$ cat config.mk
export PLATFORM = sky130hd
export DESIGN_NAME = alu_exec_seq
export DESIGN_NICKNAME = d
export VERILOG_FILES = /design/src/rtl/alu_exec_seq.sv
export SDC_FILE = /design/constraint.sdc
export NUM_CORES = 1
export LEC_CHECK = 0
export BUFFER_PORTS_ARGS = -buffer_cell sky130_fd_sc_hd__buf_4
export CAP_MARGIN = 30
export CELL_PAD_IN_SITES_DETAIL_PLACEMENT = 1
export CELL_PAD_IN_SITES_GLOBAL_PLACEMENT = 1
export CORE_ASPECT_RATIO = 0.6
export CORE_MARGIN = 10
export CORE_UTILIZATION = 40
export CTS_BUF_LIST = sky130_fd_sc_hd__clkbuf_8
export DETAILED_ROUTE_END_ITERATION = 10
export PLACE_DENSITY_LB_ADDON = 0.25
export SLEW_MARGIN = 30
export SYNTH_ARGS = -nofsm -noshare
export SYNTH_HDL_FRONTEND = slang
export SYNTH_SLANG_ARGS = --single-unit
export TNS_END_PERCENT = 100
$ cat constraint.sdc
create_clock -name clk -period 3.99 [get_ports clk]
set_input_delay 0.5985 -clock clk [delete_from_list [all_inputs] [get_ports clk]]
set_output_delay 0.5985 -clock clk [all_outputs]
set_load 0.005 [all_outputs]
$ cat src/rtl/alu_exec_seq.sv
// rtl/alu_exec_seq.sv - execute-stage ALU, 1-cycle logic/arith, iterative shifts; optional ALU_EXEC_ROTATE_EN (op 111 = ROL, else PASS)
module alu_exec_seq #(
  parameter int WIDTH      = 8,
  parameter int SHAMT_BITS = 3
) (
  input  logic             clk,
  input  logic             reset,
  input  logic             in_valid,
  output logic             in_ready,
  input  logic [2:0]       alu_op,
  input  logic [WIDTH-1:0] op1,
  input  logic [WIDTH-1:0] op2,
  output logic [WIDTH-1:0] result,
  output logic             flag_zero,
  output logic             flag_carry,
  output logic             flag_neg,
  output logic             out_valid,
  input  logic             out_ready
);

  localparam logic [2:0] OP_ADD = 3'b000;
  localparam logic [2:0] OP_SUB = 3'b001;
  localparam logic [2:0] OP_AND = 3'b010;
  localparam logic [2:0] OP_OR  = 3'b011;
  localparam logic [2:0] OP_XOR = 3'b100;
  localparam logic [2:0] OP_SLL = 3'b101;
  localparam logic [2:0] OP_SRL = 3'b110;
`ifdef ALU_EXEC_ROTATE_EN
  localparam logic [2:0] OP_ROL = 3'b111;
`endif

  typedef enum logic [1:0] {IDLE, SHIFT, DONE} state_t;

  state_t                state;
  logic [WIDTH-1:0]      work;
  logic [SHAMT_BITS-1:0] cnt;
  logic [2:0]            op_q;

  logic                  is_shift;
  logic [SHAMT_BITS-1:0] amt;
  logic [WIDTH-1:0]      alu_res;
  logic                  alu_carry;
  logic [WIDTH:0]        sum;
  logic [WIDTH:0]        diff;
  logic [WIDTH-1:0]      shift_val;
  logic                  shift_out;

  assign amt  = op2[SHAMT_BITS-1:0];
  assign sum  = {1'b0, op1} + {1'b0, op2};
  assign diff = {1'b0, op1} - {1'b0, op2};

  // decode which ops take the iterative path
  always_comb begin
    is_shift = (alu_op == OP_SLL) || (alu_op == OP_SRL);
`ifdef ALU_EXEC_ROTATE_EN
    is_shift = is_shift || (alu_op == OP_ROL);
`endif
  end

  // single-cycle result; default covers PASS and zero-amount shifts (op1 unchanged, carry 0)
  always_comb begin
    alu_res   = op1;
    alu_carry = 1'b0;
    case (alu_op)
      OP_ADD: begin
        alu_res   = sum[WIDTH-1:0];
        alu_carry = sum[WIDTH];
      end
      OP_SUB: begin
        alu_res   = diff[WIDTH-1:0];
        alu_carry = ~diff[WIDTH];
      end
      OP_AND:  alu_res = op1 & op2;
      OP_OR:   alu_res = op1 | op2;
      OP_XOR:  alu_res = op1 ^ op2;
      default: alu_res = op1;
    endcase
  end

  // one-bit step of the latched shift op
  always_comb begin
    shift_val = {work[WIDTH-2:0], 1'b0};
    shift_out = work[WIDTH-1];
    case (op_q)
      OP_SRL: begin
        shift_val = {1'b0, work[WIDTH-1:1]};
        shift_out = work[0];
      end
`ifdef ALU_EXEC_ROTATE_EN
      OP_ROL: begin
        shift_val = {work[WIDTH-2:0], work[WIDTH-1]};
        shift_out = work[WIDTH-1];
      end
`endif
      default: begin
        shift_val = {work[WIDTH-2:0], 1'b0};
        shift_out = work[WIDTH-1];
      end
    endcase
  end

  // control FSM with registered result, flags and handshake outputs
  always_ff @(posedge clk or posedge reset) begin
    if (reset) begin
      state      <= IDLE;
      work       <= '0;
      cnt        <= '0;
      op_q       <= '0;
      result     <= '0;
      flag_zero  <= 1'b0;
      flag_carry <= 1'b0;
      flag_neg   <= 1'b0;
      out_valid  <= 1'b0;
      in_ready   <= 1'b1;
    end else begin
      case (state)
        IDLE: begin
          if (in_valid) begin
            in_ready <= 1'b0;
            work     <= op1;
            op_q     <= alu_op;
            cnt      <= amt;
            if (is_shift && (amt != '0)) begin
              state <= SHIFT;
            end else begin
              result     <= alu_res;
              flag_zero  <= (alu_res == '0);
              flag_carry <= alu_carry;
              flag_neg   <= alu_res[WIDTH-1];
              out_valid  <= 1'b1;
              state      <= DONE;
            end
          end
        end
        SHIFT: begin
          work <= shift_val;
          cnt  <= cnt - SHAMT_BITS'(1);
          if (cnt == SHAMT_BITS'(1)) begin
            result     <= shift_val;
            flag_zero  <= (shift_val == '0);
            flag_carry <= shift_out;
            flag_neg   <= shift_val[WIDTH-1];
            out_valid  <= 1'b1;
            state      <= DONE;
          end
        end
        DONE: begin
          if (out_ready) begin
            out_valid <= 1'b0;
            in_ready  <= 1'b1;
            state     <= IDLE;
          end
        end
        default: begin
          state     <= IDLE;
          out_valid <= 1'b0;
          in_ready  <= 1'b1;
        end
      endcase
    end
  end

endmodule

; Word-level counts from Yosys, hierarchy flattened
; Cells that the tools add are included.
; W data, S select, Z words.
[totals]
register_bits = 29
inputBits = 23
out_inout_bits = 13
[op_classes]
add_sub_neg = 3
n_eq_ne = 14
mux = 37
bitwise = 5
n_reduce_logical = 14
[op_table]
columns = op, n
row1 = $mux W8, 5
row2 = $pmux W8 S5, 1
row3 = $pmux W8 S2, 2
row4 = $logic_not A8 Y1, 2
row5 = $mux W1, 16
row6 = $eq A3 B3 Y1 const B, 4
row7 = $add A8 B8 Y9, 1
row8 = $sub A8 B8 Y9, 1
row9 = $and A8 B8 Y8, 1
row10 = $mux W2, 4
row11 = $ne A2 B2 Y1 const B, 4
row12 = $or A8 B8 Y8, 1
row13 = $pmux W1 S2, 4
row14 = $reduce_and A4 Y1, 2
row15 = $xor A8 B8 Y8, 1
row16 = $eq A3 B1 Y1 const B, 2
row17 = $eq A3 B2 Y1 const B, 2
row18 = $pmux W1 S3, 2
row19 = $pmux W2 S3, 1
row20 = $pmux W3 S2, 1
row21 = $reduce_and A3 Y1, 2
row22 = $reduce_and A2 Y1, 2
row23 = $logic_not A3 Y1, 1
row24 = $mux W3, 1
row25 = 9 further kinds, 10

; Longest topological paths before layout
[depth]
word_depth = 6
depth_mapped = 10
depth_no_buf = 10

; Worst setup path after synthesis
; No wires, ideal clock.
[synth_path]
path_type = input -> register
startpoint = input op1[0]
endpoint = register flag_zero
setup_time_ps = 103
arrival_ps = 2666
t_required_ps = 3887
setup_slack_ps = 1221
path_stages = 10
n_path_buf = 0
path_cell_list = inv_1 ha_1 fa_1 o21ba_1 o21bai_2 nor2_1 nor3_1 nor2_1 or4_1 o41ai_2
[synth_via]
elab_chain_len = 6
[synth_rtl]
columns = element, line_no
row1 = "start, declared", 11  ; input logic [WIDTH-1:0] op1,
row2 = "$sub A8 B8 Y9, or another cell as far along", 50  ; assign diff = {1'b0, op1} - {1'b0, op2};
row3 = $pmux W8 S5 *, 64  ; case (alu_op)
row4 = $logic_not A8 Y1 *, 127  ; flag_zero <= (alu_res == '0);
row5 = $mux W1 *, 123  ; if (is_shift && (amt != '0)) begin
row6 = $mux W1 *, 118  ; if (in_valid) begin
row7 = $pmux W1 S2 *, 116  ; case (state)
row8 = "end signal, assigned", 127
row9 = "end signal, assigned", 140  ; flag_zero <= (shift_val == '0);
row10 = "end, declared", 14  ; output logic flag_zero,
; Every way passes the cells marked *; elsewhere a longest branch is shown, timed or not. The select of a mux whose other input is x is not followed.
; A chain may end at the register's enable or synchronous reset.

; Final worst setup path
; Ends and elaborated chain as after synthesis.

==> impl_results.md <==
* Final setup fails at 0
* Diode count at 0
* Synthesized cell area at roughly 2800 um2
* MaxCap Viol Count at 0
* Status: completed
* Top-count cell post-synth: a21oi_1
* Global route overflow at 0
* Post-CTS Hold Buffers at 0
* Vias per cell at a little under 6
* Worst-Margin Slew at 0.888 ns
* Final wirelength at ~9.4 mm
* Post-layout net count at between 400 and 500
* Number of synthesis warnings at 0
* Kind of end point of the critical path: flip-flop
* Placer congestion estimate at about 0.9
* Number of global-route vias before repair at between 2,000 and 3,000
* Setup CP Type: primary input to flip-flop
* Root buf cell: clkbuf_8
* Fmax at around 0.36 GHz
* Wirelength per Cell at 19.9 um
* Antenna viol nets, final at 0
* Pwr dens at a little under 500 nW/um2
* WP data arrival at 3.02 ns
* Met1 GRT Util at 24.9%
* Main flop type after synthesis: dfrtp_1
* Met2 GRT Util at between 20% and 30%
* Most used routing layer: met2
* Fillers at ~850
* Slew Viols, Final at 0
* Pre-antenna DRT Iters at 4
* Clock Skew at between 0.01 and 0.015 ns
* Total CTS buffers at 3
* Synth Net Count at 414
* Die footprint at 11,000 um2
* # IOs at 36
* First-pass GRT wire length at approximately 15 mm
* Post-synth top cells: a21oi_1 (37), nor2_1 (33), nand2_1 (32), inv_1 (30), dfrtp_1 (27)
* Synth cell types at 63
* Hold crit path type: primary input to async pin
* Floorplan row count at 23
* Post-synthesis sequential area ratio at between 20% and 30%
* Dominant cells by area after synthesis: dfrtp_1 (24%), ha_1 (11%), a21oi_1 (6.5%)
* Synth area leader: dfrtp_1
* Detailed placement HPWL at approximately 7.4 mm
* Min Tclk post-route at 2.82 ns
* Clock latency on the worst-skew pair at 0.30 ns
* Static Leak at ~1.5 nW
* Synth top area share at between 20% and 30%
* Relative slew slack at approximately 41%
* TNS Setup at 0 ns
* Setup bufs post-CTS at 0
* Syn Inst Count at 363
* Ys async rst share at 100%
* Remaining DRCs at 0
* Post_cts resized at 0
* Maximum vdd drop at 227 uV
* Final Hold Fails at 0
* Total GRT Usage at roughly 17%
* Die width at approximately 130 um
* Total number of vias at ~2,800
* TritonCTS clock tree: built
* Share of cells above drive strength 1 at around 15%
* Final Util at a little under half
* Multi-input logic area at 1880 um2
* Die Y at between 80 and 90 um
* Area growth from synthesis to layout at 12.0%
* Final period util at between 70% and 80%
* Fraction of met3 tracks used by global routing at ~3.7%
* I/O Buffers at 35
* Critical path data required time at 4.20 ns
* Synth Register Bits at 28
* Post-synth EDFFs at 0
* H-tree levels at 1
* Clock sink count at 28
* Clock Pin Slew Worst Setup and Hold Paths at 0.11 ns
* Register area at between 700 and 800 um2
* Initial Utilization at between 40% and 50%
* Crit-path max FO at 4
* CTS max path bufs at 2
* Antenna violations before repair at 0
* Post-Syn Area per Cell at 7.83 um2
* CP Launch Type: primary input
* RSZ-0062 raised after global routing: no
* Core area at around 6800 um2
* Initial drt markers at between 150 and 200
* Pin count of the biggest net entering global routing at 30
## sequential cells by signal, indices dropped and copies added, names as in the netlist
register / flops
state: 2
in_ready: 1
result: 8
flag_carry: 1
cnt: 3
out_valid: 1
flag_zero: 1
work: 8
op_q: 3
## stage by stage
| stage | instance area (um2) | power, W | setup slack (ns) | instances | hold slack, ns |
|---|---|---|---|---|---|
| finish | 3180 | 0.00157 | 1.17 | 472 | 0.366 |
| global route | 3180 | 0.00171 | 1.08 | 472 | 0.392 |
| CTS | 3180 | 0.00157 | 1.17 | 472 | 0.377 |
| detailed placement | 3110 | 0.00133 | 0.854 | 468 | 0.461 |
| global placement | 3110 | 0.00129 | 0.886 | 468 | 0.454 |
| floorplan | 2840 | 0.00103 | 1.22 | 363 | 0.451 |
## cell families (layout without fill, tap and decap cells)
group | Yosys count | in the layout | share of synthesized area [%]
buffers and inverters | 53 | 75 | 9.03
multiplexers | 10 | 10 | 3.65
XOR/XNOR | 4 | 4 | 1.23
AND/OR/NAND/NOR | 114 | 114 | 19.2
adder cells (fa/ha/maj) | 28 | 28 | 12.9
AO/OA/AOI/OAI | 126 | 126 | 29.3
flip-flops | 28 | 28 | 24.7
## critical path, stage by stage
cell and delay, ns:
buf_4 0.10, inv_1 0.05, ha_1 0.24, fa_1 0.50, mux2i_1 0.06, nor2_1 0.10, a21oi_1 0.05, o21ai_0 0.35
nand4_1 0.17, or4_1 0.45, o41ai_2 0.34
## layout by cell type, fill, tap and decap left out, types with 3 or more instances in the layout
| master | n |
|---|---|
| buf_4 | 40 |
| a21o_1 | 3 |
| inv_1 | 30 |
| a21oi_1 | 37 |
| o21ai_1 | 6 |
| mux2_2 | 3 |
| o22a_1 | 6 |
| nor2b_1 | 8 |
| ha_1 | 26 |
| mux2i_1 | 7 |
| nor3_1 | 14 |
| nand3_1 | 4 |
| a31oi_1 | 4 |
| o21ai_0 | 23 |
| o211ai_1 | 4 |
| dfrtp_1 | 27 |
| o22ai_1 | 5 |
| nor2_1 | 33 |
| a211oi_1 | 5 |
| nor3b_1 | 3 |
| nor4_1 | 3 |
| nand2_1 | 32 |
| clkbuf_8 | 3 |
| o21a_1 | 3 |
| nand2b_1 | 3 |
## cell type report
cell class	count	area share (%)
Multi-Input combinational cell	282	59.2
Sequential cell	28	22.1
Timing Repair Buffer	40	9.44
Inverter	31	3.66
Tap cell	87	3.42
Clock buffer	3	1.30
Clock inverter	1	0.944
## path summary, 6_finish.rpt
path,startpoint,to,slack [ns],cells after the start
min in group clk,in_ready,in_ready,0.47,2
max reg2reg,state[1],flag_zero,1.50,7
max in group asynchronous,reset,in_ready,3.30,3
max,op1[0],flag_zero,1.17,11
min,reset,result[2],0.37,3
min reg2reg,in_ready,in_ready,0.47,2
## routing by layer
metal  vias up  routed length (um)
met3         7                 482
met4         0                  72
met2        68                3950
li1       1340                   -
met5         -                   0
met1      1368                4900
## where the power goes
part           total (W)  switching (W)  leakage (nW)  internal [W]
clock           0.000239       0.000104        0.0357      0.000135
sequential      0.000541       0.000121         0.332      0.000420
combinational   0.000791       0.000456          1.09      0.000335
total            0.00157       0.000681          1.46      0.000891
Note: power is estimated with default switching activity, not from simulation.
